<file path="config.mk">
export PLATFORM = sky130hd
export DESIGN_NAME = multiport_table_ram
export DESIGN_NICKNAME = d
export VERILOG_FILES = /design/src/rtl/ts_ram_pkg.sv /design/src/rtl/multiport_table_rd_port.sv /design/src/rtl/multiport_table_ram.sv
export SDC_FILE = /design/constraint.sdc
export NUM_CORES = 1
export LEC_CHECK = 0
export ABC_CLOCK_PERIOD_IN_PS = 2800
export CAP_MARGIN = 20
export CORE_MARGIN = 1.5
export CORE_UTILIZATION = 28
export DETAILED_ROUTE_END_ITERATION = 12
export GPL_TIMING_DRIVEN = 0
export SETUP_SLACK_MARGIN = 0.5
export SLEW_MARGIN = 20
export SYNTH_ARGS = -nofsm -noshare
export SYNTH_HDL_FRONTEND = slang
export SYNTH_HIERARCHICAL = 1
export SYNTH_SLANG_ARGS = --single-unit
</file>
<file path="constraint.sdc">
create_clock -name clk -period 2.8 [get_ports clk]
set_input_delay 0.56 -clock clk [delete_from_list [all_inputs] [get_ports clk]]
set_output_delay 0.56 -clock clk [all_outputs]
set_load 0.05 [all_outputs]
</file>
<file path="src/rtl/ts_ram_pkg.sv">
// Shared types, default sizes and bus-slicing helper for the multiport table RAM.
package ts_ram_pkg;

    typedef enum logic {
        INIT = 1'b0,
        RUN  = 1'b1
    } state_t;

    localparam int NUM_PORTS_DEF = 16;
    localparam int DATAWIDTH_DEF = 2;
    localparam int DEPTHBITS_DEF = 3;

    // Low bit index of element idx in a flattened bus of width-bit elements.
    function automatic int slice_lo(input int idx, input int width);
        return idx * width;
    endfunction

endpackage

</file>
<file path="src/rtl/multiport_table_rd_port.sv">
// One registered read port of the table RAM: 1-cycle latency, valid flag,
// data holds when not enabled.
// Optional macro MULTIPORT_TABLE_RAM_WRITE_BYPASS_EN: forward same-cycle write
// data to a read of the same address (write-first); otherwise read-first.
module multiport_table_rd_port
    import ts_ram_pkg::*;
#(
    parameter int DATAWIDTH = DATAWIDTH_DEF,
    parameter int DEPTHBITS = DEPTHBITS_DEF
) (
    input  logic                 clk,
    input  logic                 rst,
    input  logic                 en,
    input  logic [DEPTHBITS-1:0] addr,
    input  logic [DATAWIDTH-1:0] mem_data,
    input  logic                 wr_en,
    input  logic [DEPTHBITS-1:0] wr_addr,
    input  logic [DATAWIDTH-1:0] wr_data,
    output logic [DATAWIDTH-1:0] data,
    output logic                 valid
);

    logic [DATAWIDTH-1:0] rd_value;

`ifdef MULTIPORT_TABLE_RAM_WRITE_BYPASS_EN
    // Write-first: a same-cycle write to this address wins over the stored entry.
    always_comb begin
        rd_value = mem_data;
        if (wr_en && (wr_addr == addr)) begin
            rd_value = wr_data;
        end
    end
`else
    // Read-first: the stored entry is returned; the write inputs are not needed.
    logic bypass_unused;
    assign bypass_unused = &{1'b0, wr_en, wr_addr, wr_data};

    always_comb begin
        rd_value = mem_data;
    end
`endif

    // Output register: capture on enable, valid mirrors the enable one cycle later.
    always_ff @(posedge clk) begin
        if (rst) begin
            valid <= 1'b0;
            data  <= '0;
        end else begin
            valid <= en;
            if (en) begin
                data <= rd_value;
            end
        end
    end

endmodule

</file>
<file path="src/rtl/multiport_table_ram.sv">
// Multiport table RAM: NUM_PORTS registered read ports, one write port, and an
// init sweep after reset that fills every entry with INIT_VAL.
// Optional macro MULTIPORT_TABLE_RAM_WRITE_BYPASS_EN (see multiport_table_rd_port).
module multiport_table_ram
    import ts_ram_pkg::*;
#(
    parameter int                   NUM_PORTS = NUM_PORTS_DEF,
    parameter int                   DATAWIDTH = DATAWIDTH_DEF,
    parameter int                   DEPTHBITS = DEPTHBITS_DEF,
    parameter logic [DATAWIDTH-1:0] INIT_VAL  = 2'b10
) (
    input  logic                           clk,
    input  logic                           rst,
    output logic                           ready,
    input  logic                           wr_en,
    input  logic [DEPTHBITS-1:0]           wr_addr,
    input  logic [DATAWIDTH-1:0]           wr_data,
    input  logic [NUM_PORTS-1:0]           rd_en,
    input  logic [NUM_PORTS*DEPTHBITS-1:0] rd_addr,
    output logic [NUM_PORTS*DATAWIDTH-1:0] rd_data,
    output logic [NUM_PORTS-1:0]           rd_valid
);

    localparam int DATADEPTH = 1 << DEPTHBITS;
    localparam logic [DEPTHBITS-1:0] LAST_ADDR = DEPTHBITS'(DATADEPTH - 1);

    state_t               state;
    state_t               state_next;
    logic [DEPTHBITS-1:0] init_ptr;
    logic                 run;
    logic [DATAWIDTH-1:0] mem [DATADEPTH];

    assign run = (state == RUN);

    // Init sequencer state register: sweep pointer, state and ready flag.
    always_ff @(posedge clk) begin
        if (rst) begin
            state    <= INIT;
            init_ptr <= '0;
            ready    <= 1'b0;
        end else begin
            state <= state_next;
            ready <= (state_next == RUN);
            if (state == INIT) begin
                init_ptr <= init_ptr + 1'b1;
            end
        end
    end

    // Next state: leave INIT on the edge that writes the last entry.
    always_comb begin
        state_next = state;
        case (state)
            INIT:    if (init_ptr == LAST_ADDR) state_next = RUN;
            RUN:     state_next = RUN;
            default: state_next = INIT;
        endcase
    end

    // Memory write: init sweep owns the array in INIT, user write port in RUN.
    // Reset edges never write, so contents only change through these paths.
    always_ff @(posedge clk) begin
        if (!rst) begin
            if (state == INIT) begin
                mem[init_ptr] <= INIT_VAL;
            end else if (wr_en) begin
                mem[wr_addr] <= wr_data;
            end
        end
    end

    for (genvar p = 0; p < NUM_PORTS; p++) begin : g_port
        logic [DEPTHBITS-1:0] addr_p;
        logic [DATAWIDTH-1:0] mem_q;

        assign addr_p = rd_addr[slice_lo(p, DEPTHBITS) +: DEPTHBITS];
        assign mem_q  = mem[addr_p];

        multiport_table_rd_port #(
            .DATAWIDTH (DATAWIDTH),
            .DEPTHBITS (DEPTHBITS)
        ) u_rd_port (
            .clk      (clk),
            .rst      (rst),
            .en       (rd_en[p] & run),
            .addr     (addr_p),
            .mem_data (mem_q),
            .wr_en    (wr_en & run),
            .wr_addr  (wr_addr),
            .wr_data  (wr_data),
            .data     (rd_data[slice_lo(p, DATAWIDTH) +: DATAWIDTH]),
            .valid    (rd_valid[p])
        );
    end

endmodule

</file>
; ---- Word-level counts from Yosys, hierarchy flattened
; Memory sizes are Yosys's and may differ from the RTL's. A register that Yosys moved wholly into a read port is not among the register bits.
; Index checks and enable logic that the tools add are counted.
[totals]
reg_bits = 20
mem_bits_rw = 16
output_inout_bits = 49
in_bits = 72
wordCells = 51
n_memories = 1
[classes]
bitwise = 17
n_mux = 12
reduce_logical = 1
addsub = 1
eq_ne = 1
[memory_table]
columns = name, words, width, read_ports, rd_ports_with_merged_regs, wr, line_no
row1 = mem, 8, 2, 16, 16, 1, multiport_table_ram.sv:31  ; logic [DATAWIDTH-1:0] mem [DATADEPTH];
[op_table]
columns = op, count
row1 = bitwise AND 1 bit, 16
row2 = two-way mux 1 bit, 9
row3 = adder 3 x 1 -> 3 bit (second input constant), 1
row4 = equality test 3 bit (second input constant), 1
row5 = two-way mux 3 bit, 1
row6 = two-way mux 2 bit, 1
row7 = case mux 1 bit (2 select lines), 1
row8 = OR reduction 2 bit, 1
row9 = inverter 1 bit, 1

; ---- Logic depth before layout (Yosys ltp)
; Gate-level depths: netlist of run 1.
[logic_depth]
ltp_word = 6
depth_mapped = 5

; ---- Cells and area by module
; Netlist of run 1, hierarchy kept.
[by_module_without_submodules]
columns = module, cells_per_inst, n_inst, area_per_inst_um2
row1 = multiport_table_ram, 193, 1, 3070.4
row2 = multiport_table_rd_port, 8, 16, 93.8

; ---- Least setup slack after synthesis of run 1
; No wires, ideal clock.
[synth_timing]
path_type = reg-to-reg
from = register state (netlist: run)
to = memory mem[6][0] (netlist bit), enable pin
n_path_buf = 1
setup_slack_ns = 1.018
arrival_time_ns = 1.472
setup_time_ns = 0.310
stages_incl_launch_ff = 5
path_cell_list = dfxtp_1 -> buf_2 -> nand3b_1 -> mux2i_1 -> nor2b_1
[synth_via]
elab_chain_len = 5
word_cells_on_any_way = 9
[synth_rtl]
columns = element, line_no
row1 = start: declaration, multiport_table_ram.sv:27  ; state_t state;
row2 = start signal: assignment, multiport_table_ram.sv:42  ; state <= state_next;
row3 = two-way mux 1 bit, multiport_table_ram.sv:64  ; if (state == INIT) begin
row4 = two-way mux 1 bit, multiport_table_ram.sv:63  ; if (!rst) begin
row5 = two-way mux 1 bit (not written as such), multiport_table_ram.sv:67  ; mem[wr_addr] <= wr_data;
row6 = OR reduction 2 bit (no source line), -
row7 = two-way mux 3 bit (no source line) / two-way mux 1 bit (equally long branches), -
row8 = end: declaration, multiport_table_ram.sv:31
; Several ways; a longest one is shown, not always the timed one.

; ---- Worst setup path after layout of run 1
[layout_timing]
from = register g_port[9].u_rd_port.data[1] (read register of mem)
to = output port rd_data[19]
[layout_rtl]
columns = element, line_no
row1 = start: declaration, multiport_table_rd_port.sv:19  ; output logic [DATAWIDTH-1:0] data,
row2 = end: declaration, multiport_table_ram.sv:20  ; output logic [NUM_PORTS*DATAWIDTH-1:0] rd_data,
; No word-level cell between the ends.

==> run summary, run 1 <==
The detail route stage leaves a number of antenna-violating nets equal to 0. In the final design database the tool counted 525 nets. Cells with a size suffix above 1 make up 15.4% of the layout. For this run, the top clock speed supported by timing is 486 MHz. Highest net fanout along the worst path: 2.

For the pin with the worst max-slew slack, the measured transition is 0.556 ns. Dividing the detail-routed via count by the number of cells gives 5.02. The worst-case IR drop observed on VDD is 0.270 mV.

The number of vias in the routed layout was 3,371. Traced cell by cell, the critical path runs through clkdlybuf4s50_1. The worst path buffer plus inverter count came out at 1. The final instance area is 6370 sq um, and the final wirelength is 12,900 um.

The total CTS buffers was 9; the site row count was 46. Post-CTS timing repair inserted 0 buffers for setup. The clock root buffer was sky130_fd_sc_hd__clkbuf_16. The cell area that synthesis handed to floorplanning was 4560 sq um. The post-route minimum period was 2.06 ns; the initial antenna violation count was 0. The period utilization is 73.5%, and the average footprint of a synthesized cell is 14.3 sq um. The largest stage delay on the critical path is 0.81 ns, and the endpoint arrival time on the critical path is 1.50 ns. STA classifies the critical path endpoint as a primary output. The logs give 3,386 for the via count of the first global-routing pass and 0 for the residual overflow from global routing.

Grouping stages by cell kind, the critical path spends the most delay in buffers and inverters. In this run the deepest clock path goes through 2 buffers. Across the run, the number of max-cap violations was 0. The worst slew margin relative to its limit came out at 62.9%.

Once layout is complete, the utilization of the core stands at 40.1%. For the placed standard-cell area, the log shows 6060 sq um. Setup violations remaining at the end of the flow were counted as 0. The CTS H-tree depth came out at 3. The number of antenna diodes in the final layout is 0. On the critical path, the stage with the largest delay is an instance of sky130_fd_sc_hd__clkdlybuf4s50_1. Counting every sink on the clock net gives 68.

The layout-stage area growth over the synthesis result works out to 39.5%. The tightest min-delay check is of the reg -> reg type. The floorplan step set the die width to 131 um. The tools report the total die area as 17,100 sq um. The tools report the largest net degree at the start of global routing as 34. The total of buffers placed on input and output ports is 120. The logs give 19,500 um for the first-pass GRT wire length and 6 for the first-pass detailed-route iteration total. Between clock sinks in the finished design, the worst skew comes to 0.00572 ns. The number of DRC violations after detailed-routing iteration 0 was 135; the number of pins with negative max-slew slack in the final report was 0.

During synthesis, Yosys emitted a total of 6 warnings. The total nets after synthesis is 393, and the mean routed wirelength per cell is 19.2 um. The number of standard cells after synthesis is 319. Setup repair after global routing left no endpoint under its margin.

In this run, post-CTS repair resized a total of 0 instances. The clock slew seen by the registers of the worst setup and hold paths is 0.06 ns. The flow ran to the end, and the final reports show no timing, DRC or antenna violations. At the end of routability-driven placement, the weighted congestion stood at 0.769. TritonCTS built the clock tree. In the final timing run, aggregate negative setup slack is 0 ns.

The total DRC errors in the routed layout is 0, and the count of hold-fix buffers inserted at cts is 0. The later pin in the worst-skew pair is clocked with a latency of 0.34 ns. Data on the critical path is required at its endpoint by 2.24 ns.

The critical path start-end classification was reg -> out. The placeable core region was 15,900 sq um. Power spread over the standard cell area amounts to 406 nW/um^2. Summed over all cells, the static leakage comes to 2.38 nW. The sort of element at the start of the critical path is a flop.

For the HPWL after detailed placement, the log shows 9560 um. 121 I/O pins were placed. The final-report hold violation count was 0; the global router's overall resource usage was 15.5%. For this configuration, the core starts out at a cell density of 28.7%. The die is 131 um tall.
routing by layer:
layer | wire [um] | vias to the layer above | share of wire [%] | track usage (%)
met2 | 6280 | 115 | 49 | 26.3
met5 | 0 | - | 0 | 0
li1 | - | 1559 | - | -
met1 | 5640 | 1684 | 44 | 19.4
met3 | 858 | 13 | 6.6 | 4.32
met4 | 143 | 0 | 1.1 | 4.52
registers in the layout, indices dropped and copies added (netlist names):
name and cells:
g_port.u_rd_port/valid 16, mem 16, g_port.u_rd_port/data 32, run 1
init_ptr 3
layout make-up:
cell class	count	area (sq um)
Clock inverter	6	78.8
Sequential cell	68	1520
Timing Repair Buffer	121	1220
Buffer	19	130
Tap cell	216	270
Fill cell	1525	9520
Inverter	1	3.75
Clock buffer	10	229
Multi-Input combinational cell	231	2910
final timing paths:
| path | start | to | slack, ns | cells past startpoint |
|---|---|---|---|---|
| worst min register to register | g_port[2].u_rd_port/data[1] | g_port[2].u_rd_port/data[1] | 0.49 | 2 |
| worst max register to register | mem[2][1] | g_port[9].u_rd_port/data[1] | 0.86 | 5 |
| worst max-delay path | g_port[9].u_rd_port/data[1] | rd_data[19] | 0.74 | 1 |
| worst min-delay path | g_port[2].u_rd_port/data[1] | g_port[2].u_rd_port/data[1] | 0.49 | 2 |
power by group:
group          internal, mW  switching [mW]
Clock                 0.771           0.418
Sequential             1.01          0.0148
Combinational         0.236           0.132
metrics by stage:
stage	hold WS (ns)	power, mW	cells	setup slack (ns)
CTS	0.494	2.62	672	0.730
finish	0.493	2.58	672	0.743
detailed placement	0.481	1.42	656	0.421
floorplan	0.465	1.23	319	1.02
global route	0.513	2.68	672	0.693
global placement	0.477	1.41	655	-0.850
cell usage in the layout (no fill, tap or decap):
| cell | instances |
|---|---|
| sky130_fd_sc_hd__nand3b_1 | 2 |
| sky130_fd_sc_hd__dfxtp_1 | 52 |
| sky130_fd_sc_hd__clkdlybuf4s50_1 | 119 |
| sky130_fd_sc_hd__nand2_1 | 3 |
| sky130_fd_sc_hd__buf_6 | 6 |
| sky130_fd_sc_hd__nand2b_1 | 1 |
| sky130_fd_sc_hd__buf_2 | 12 |
| sky130_fd_sc_hd__ha_1 | 2 |
| sky130_fd_sc_hd__nor2_1 | 45 |
| sky130_fd_sc_hd__or2_1 | 1 |
| sky130_fd_sc_hd__mux2i_1 | 38 |
| sky130_fd_sc_hd__mux4_2 | 4 |
| sky130_fd_sc_hd__and2_1 | 16 |
| sky130_fd_sc_hd__a21o_1 | 2 |
| sky130_fd_sc_hd__clkinv_1 | 1 |
| sky130_fd_sc_hd__clkbuf_1 | 3 |
| sky130_fd_sc_hd__clkinv_2 | 3 |
| sky130_fd_sc_hd__edfxtp_1 | 16 |
| sky130_fd_sc_hd__bufinv_16 | 2 |
| sky130_fd_sc_hd__mux2_2 | 32 |
| sky130_fd_sc_hd__clkbuf_16 | 9 |
| sky130_fd_sc_hd__or2_2 | 1 |
| sky130_fd_sc_hd__nor2b_1 | 22 |
| sky130_fd_sc_hd__mux4_1 | 60 |
| sky130_fd_sc_hd__a21oi_1 | 1 |
| sky130_fd_sc_hd__nand3_1 | 1 |
| sky130_fd_sc_hd__buf_16 | 1 |
| sky130_fd_sc_hd__inv_1 | 1 |
(Power assumes the default switching activity.)
==> inputs of run 2 (changes only) <==
- ABC_CLOCK_PERIOD_IN_PS: 2800 -> 1800
- clock period: 2.8 -> 1.8 ns (I/O delays scaled with it)
==> run 2 against run 1 <==
  * Global-route usage rose by 0.68 points
  * Highest routed layer unchanged
  * Total power increased by 67%
  * Clock skew grew 0.0015 ns
  * Sequential share of layout area decreased by 0.78 points
  * Final cell count up 4.0%
  * Final area is 3.6% higher
  * Hold slack got worse by 0.13 ns
  * Largest cell class unchanged
  * Worst setup slack lost 0.74 ns
  * Critical endpoint is now g_port[8].u_rd_port/data[1]
  * Register-to-register slack got worse by 0.86 ns
  * Largest power group unchanged
==> run summary, run 2 (same netlist as run 1, synthesis figures left out) <==
The clock skew after layout is 0.00719 ns, and the worst path setup slack after routing is 0.000849 ns. The tools report the overall power after layout as 4.31 mW. The slowest stage of the critical path belongs to the cell sky130_fd_sc_hd__edfxtp_1. The run gives 556 MHz as the fmax.

The logs give 2.04 ns for the endpoint arrival time on the critical path and 17,100 sq um for the total die area. The power share of the sequential group is 36.9%. The most critical setup path has its startpoint at mem[4][1]. The actual transition at the worst max-transition pin is 0.317 ns.

The mean routed wirelength per cell was 19.7 um; the number of violations of the max-capacitance limit was 0. The total of buffers placed on input and output ports is 120. At the end of the flow, the number of nets in the layout was 552. The logs give 0 for the number of antenna repair diodes and 2.04 ns for the critical path data required time. The worst hold-check path type is in -> reg. For the total DRC errors in the routed layout, the log shows 0. The register with the most flip-flops in the final layout is g_port.u_rd_port/data. Buffers inserted during clock tree synthesis total 9.

The largest net degree at the start of global routing is 34, and the final hold slack is 0.366 ns. The critical path start-end classification is reg -> reg. The register with the most flip-flops in the layout has 32 of them.

After routing, the total negative slack on setup checks comes to 0 ns. Highest net fanout along the worst path: 5. For this design the ratio of total power to cell area is 654 nW/um^2.

The TritonCTS sink count was 68. The critical path crosses 5 cells after its start point. For the clock insertion delay at the later pin of the skew report, the log shows 0.35 ns. The finished layout holds 699 standard cells, fillers aside. The tools report the via count of the first global-routing pass as 3,541. The largest registers in the layout are g_port.u_rd_port/data (32), g_port.u_rd_port/valid (16), mem (16). Setup violations remaining at the end of the flow were counted as 0. The timing endpoint of the critical path was g_port[8].u_rd_port/data[1]. Of the total power, the clock network draws 47.2%. For the worst slew margin relative to its limit, the log shows 78.9%. The library cells used most frequently in the layout, excluding fill and tap cells, are sky130_fd_sc_hd__clkdlybuf4s50_1, sky130_fd_sc_hd__mux4_2, sky130_fd_sc_hd__dfxtp_1. The worst setup path is launched from a flop. The height of the chip works out to 131 um. Prior to clock tree synthesis, the placed netlist has a worst setup slack of -0.387 ns. The final-report hold violation count was 0; the length in cells of the worst reg-to-reg path was 5. After global routing the overflow that remains totals 0.

The global router's overall resource usage came out at 16.2%. The gate family responsible for the most delay along the worst path is multiplexers. Fill cells in the final layout number 1,550. The worst supply voltage drop on vdd was 0.458 mV; the first-pass detailed-route iteration total was 4.

The worst hold path stage count was 2. Setup repair after global routing could not meet its margin everywhere. Including well taps, the total number of placed cells is 656. Per report_power, the combinational group accounts for 15.9% of the total. Relative to the synthesized area, the layout overhead comes to 44.5%. The root buffer cell chosen for the clock tree is sky130_fd_sc_hd__clkbuf_16. The initial antenna violation count was 0. The critical path goes through buf_6, mux4_1, mux2_2, mux2i_1, nor2_1. STA classifies the critical path endpoint as a flop.

The analysis attributes to net switching a power of 964 uW. The CTS H-tree depth was 3; the via density per instance was 4.97. Of the cells placed in the final design, the portion with a size suffix greater than 1 is 43.9%. The met1 global-route usage is 19.3%. The flow ran to the end, and the final reports show no timing, DRC or antenna violations. I/O pin count: 121.

The tools report the met3 track demand over resource as 3.62%. The run gives 27.6% as the met2 layer usage reported by global route. The floorplan step set the die width to 131 um. The first-pass GRT wire length came out at 19,900 um.

The most common library cell in the layout ignoring fill and taps is sky130_fd_sc_hd__clkdlybuf4s50_1. For the weighted congestion at the end of routability-driven global placement, the log shows 0.768. For this configuration, the core starts out at a cell density of 28.7%.

Launch instance of the worst register-to-register path: mem[4][1]. The global-route layer with the greatest usage was met2. Number of DRC violations after detailed-routing iteration 0: 145. The worst path buffer plus inverter count is 1. For this block, the routed nets add up to 13,800 um of wire. The largest buffer count on any clock path is 2, and the site row count is 46. After clock tree synthesis, the clock-pin slew on the worst setup and hold paths is 0.06 ns. The routed design could run at a clock period as short as 1.80 ns. Of the total power, the share spent switching nets is 22.4%.

The remaining number of nets flagged by the antenna check after routing came out at 0. The analysis attributes to cell leakage a power of 2.59 nW. TritonCTS built the clock tree. The tools report the number of pins with negative max-slew slack in the final report as 0. Terminus of the critical flop-to-flop path: g_port[8].u_rd_port/data[1]. The internal power came out at 3.35 mW. The worst path uses 100% of the clock period. The largest stage delay on the critical path works out to 0.53 ns. The slack of the worst reg-to-reg path is 0.0008 ns. After floorplanning, the core was sized to cover 15,900 sq um. Summed over all nets, the half-perimeter wirelength after detailed placement is 9530 um. Number of vias in the routed layout: 3,474.
run 2: cell count changes in the layout (fill, tap and decap cells not counted), moves of 24 or more:
cell and change:
sky130_fd_sc_hd__mux4_1 -48, sky130_fd_sc_hd__mux2_4 +31, sky130_fd_sc_hd__buf_4 +46, sky130_fd_sc_hd__mux2_2 -31
sky130_fd_sc_hd__clkdlybuf4s50_1 -66, sky130_fd_sc_hd__mux4_2 +48, sky130_fd_sc_hd__buf_6 +24
run 2: worst min-delay path by stage:
| stage | endpoint | start |
|---|---|---|
| floorplan | run | rst |
| global placement | g_port[5].u_rd_port/data[1] | g_port[5].u_rd_port/data[1] |
| detailed placement | g_port[0].u_rd_port/data[1] | g_port[0].u_rd_port/data[1] |
| CTS | g_port[15].u_rd_port/data[0] | rst |
| global route | g_port[15].u_rd_port/data[0] | rst |
| finish | g_port[15].u_rd_port/data[1] | rst |
run 2: per-layer routing:
layer  wire length, um  part of all wire, %
met1              5550                   40
met2              7000                   51
met3               864                  6.3
met4               356                  2.6
met5                 0                    0
run 2: power by group through the flow:
stage,Clock [mW],Sequential [mW],Combinational [mW]
finish,2.04,1.59,0.684
floorplan,0,1.63,0.285
global placement,0,1.63,0.571
detailed placement,0,1.63,0.585
CTS,2.08,1.59,0.613
global route,2.15,1.59,0.728
run 2: what timing repair did:
action,4_1_cts,5_1_grt
pin swaps,3,10
gates cloned,0,3
hold buffers,0,0
endpoints found under the setup margin,131,62
buffers inserted,23,1
gates resized for setup,327,95
run 2: final cells by class:
class / instances / area [sq um] / area share, %
multi-input combinational: 231 / 2950 / 44.7
sequential: 68 / 1530 / 23.1
timing repair buffer: 148 / 1330 / 20.1
tap: 216 / 270 / 4.10
clock buffer: 9 / 225 / 3.41
buffer: 19 / 185 / 2.81
clock inverter: 7 / 115 / 1.75
inverter: 1 / 3.75 / 0.0569
run 2: stage by stage:
stage | area (sq um) | util (%)
after floorplan | 4630 | -
after CTS | 6530 | 41.1
after global routing | 6600 | 41.5
final | 6600 | 41.5
after global placement | 6100 | 38.4
after detailed placement | 6120 | 38.5
run 2: worst reg2reg max path, stage by stage (launching register included):
cell and delay [ns]:
sky130_fd_sc_hd__edfxtp_1 0.53, sky130_fd_sc_hd__buf_6 0.20, sky130_fd_sc_hd__mux4_1 0.48, sky130_fd_sc_hd__mux2_2 0.28, sky130_fd_sc_hd__mux2i_1 0.15, sky130_fd_sc_hd__nor2_1 0.05
==> inputs of run 3 (changes only) <==
- ABC_AREA: unset -> 0
- CORE_MARGIN: 1.5 -> unset
==> run 3 against run 2 <==
  * Fmax up 2.1%
  * Global-route usage up 0.72 points
  * Sequential power about the same
  * First-iteration DRC count up 37%
==> run summary, run 3 (same netlist as run 1, synthesis figures left out) <==
The flow ran to the end, and the final reports show no timing, DRC or antenna violations. The number of DRC violations after detailed-routing iteration 0 is 199, and the mean routed wirelength per cell is 19.4 um. For the weighted congestion at the end of routability-driven global placement, the log shows 0.780.

0 antenna diodes ended up in the layout. The share of layout cells above drive strength 1 came out at 42.9%. TritonCTS built the clock tree. The signal on the critical path passes through buf_6, mux4_1, mux2_4, mux2i_1, nor2_1.

The worst setup path is launched from a flop. The clock drives 68 sinks. Clock-pin slew was measured on the worst setup and hold paths at 0.05 ns. The power density over cell area was 588 nW/um^2; the initial antenna violation count was 1. The tools report the first-pass detailed-route iteration total as 4.

Setup repair after global routing could not meet its margin everywhere. The most common library cell in the layout ignoring fill and taps was sky130_fd_sc_hd__clkdlybuf4s50_1. The height of the chip was 130 um; the final wirelength was 13,600 um. Summing all flip-flop and latch instances after layout gives 1530 sq um.

For the CTS H-tree depth, the log shows 3. The tools report the category of the worst setup path capture point as a flop. In this run the worst path has a maximum fanout of 10. In the post-route analysis, the smallest setup slack over all paths is 0.0372 ns. For this design the top-level I/O count stands at 121. The cell type of the slowest stage on the worst timing path was sky130_fd_sc_hd__mux4_1.

The number of pins with negative max-slew slack in the final report was 0. The die covers 16,800 sq um. Buffers inserted to repair hold after CTS numbered 0.

The clock root buffer is sky130_fd_sc_hd__clkbuf_16. The placed standard-cell area is 6120 sq um, and the fmax is 567 MHz. The tools report the final instance area as 6530 sq um. For the final database, setup skew stands at 0.00535 ns.

The run gives 15,900 sq um as the placeable core region. After floorplanning, the core was divided into 46 placement rows. The min-delay analysis places its worst path in the category in -> reg. Clock latency on the worst-skew pair, taken at its later pin, is 0.34 ns. In the layout the commonest cells are sky130_fd_sc_hd__clkdlybuf4s50_1, sky130_fd_sc_hd__dfxtp_1, sky130_fd_sc_hd__mux4_2. The residual overflow from global routing is 0, and the post-route minimum period is 1.76 ns.

For this run, the total global-route usage over all layers was measured as 16.9%. Counting flops per register, the top entry is g_port.u_rd_port/data. The number of flip-flops in the largest register is 32, and the period utilization is 97.9%.

The via density per instance is 4.96. STA puts the critical path data required time at 2.02 ns. The total CTS buffers is 9, and the first-pass GRT wire length is 20,800 um. The endpoint arrival time on the critical path was 1.99 ns. The logs give 0 for the number of setup violations in the final report and 0 for the total DRC errors in the routed layout. The logs give 0 for the remaining number of nets flagged by the antenna check after routing and 3,708 for the via count of the first global-routing pass. Summing all multi-input logic gate instances after layout gives 2960 sq um. The pre-CTS worst setup slack is -0.376 ns, and the final-report hold violation count is 0. Relative to the synthesized area, the layout overhead comes to 43.0%.

For this run, the post-layout net count is 556. After filler insertion, the fill cell instance count of the layout stands at 1,591. The largest registers in the layout are g_port.u_rd_port/data (32), g_port.u_rd_port/valid (16), mem (16). In this design, the stage delay of the slowest critical-path cell is 0.50 ns.

For the HPWL after detailed placement, the log shows 9570 um. The logs give 3,490 for the number of vias in the routed layout and 0 for the number of violations of the max-capacitance limit. The worst path buffer plus inverter count is 1.

During placement, the flow inserted port buffers numbering 120. The die width is 130 um, and the leakage power of the design is 2.57 nW. The worst-case IR drop observed on VDD is 0.439 mV. For this configuration, the core starts out at a cell density of 28.7%. Critical path start-end classification: reg -> reg. At the pin with the least slew margin, the transition time is 0.319 ns. The largest buffer count on any clock path is 2, and the largest net degree at the start of global routing is 34. Headroom to the max-slew limit came out at 78.7%. The gate family responsible for the most delay along the worst path is multiplexers.
[run 3: changes by cell type in the layout (fill, tap and decap cells not counted), moves of 3 or more]
cell	change
sky130_fd_sc_hd__mux4_1	+4
sky130_fd_sc_hd__buf_6	-4
sky130_fd_sc_hd__clkbuf_1	+4
sky130_fd_sc_hd__bufinv_16	-3
sky130_fd_sc_hd__buf_2	+3
sky130_fd_sc_hd__clkbuf_4	+4
sky130_fd_sc_hd__mux4_2	-4
[run 3: worst paths after layout]
check        slack, ns                    startpoint                            to  cells past startpoint
max reg2reg       0.04                     mem[1][0]   g_port[0].u_rd_port/data[0]                      5
min               0.38                           rst  g_port[14].u_rd_port/data[1]                      2
min reg2reg       0.49  g_port[11].u_rd_port/data[1]  g_port[11].u_rd_port/data[1]                      2
max               0.04                     mem[1][0]   g_port[0].u_rd_port/data[0]                      5
[run 3: report_power, final]
| part | leakage (nW) | switching [mW] | total, mW | internal (mW) |
|---|---|---|---|---|
| Sequential | 0.569 | 0.0189 | 1.59 | 1.57 |
| Combinational | 1.87 | 0.257 | 0.684 | 0.427 |
| Clock | 0.125 | 0.635 | 1.56 | 0.924 |
| Total | 2.57 | 0.911 | 3.84 | 2.92 |
[run 3: layout make-up]
cell class              count  share of cell area (%)
plain buffers              19                    2.74
clock buffers              13                    3.68
clock inverters             3                   0.211
inverters                   1                  0.0575
multi-input cells         231                    45.4
flip-flops and latches     68                    23.4
well taps                 216                    4.14
repair buffers            152                    20.4
[run 3: worst reg2reg max path: stages, from the launching register on]
cell	delay, ns
sky130_fd_sc_hd__edfxtp_1	0.45
sky130_fd_sc_hd__buf_6	0.19
sky130_fd_sc_hd__mux4_1	0.50
sky130_fd_sc_hd__mux2_4	0.31
sky130_fd_sc_hd__mux2i_1	0.14
sky130_fd_sc_hd__nor2_1	0.05
[run 3: timing repair]
action / 4_1_cts / 5_1_grt
cloned: 3 / 0
pin swaps: 9 / 10
buffers inserted: 28 / 0
resized for setup: 366 / 42
endpoints found under the setup margin: 131 / 72
[run 3: per-layer routing]
metal  share of wire [%]  global-route usage, %
met5               0.095                      0
met1                  41                   20.0
met2                  51                   29.3
met3                 5.9                   3.76
met4                 1.9                   7.66
[run 3: metrics by stage]
stage | hold slack [ns] | setup TNS, ns | utilization (%) | instances | power (mW)
floorplan | 0.423 | 0 | - | 319 | 1.91
finish | 0.382 | 0 | 41.1 | 703 | 3.84
CTS | 0.376 | 0 | 40.7 | 703 | 3.87
global route | 0.396 | -0.0347 | 41.1 | 703 | 4.00
detailed placement | 0.483 | -12.13 | 38.5 | 656 | 2.21
global placement | 0.477 | -84.76 | 38.4 | 655 | 2.20
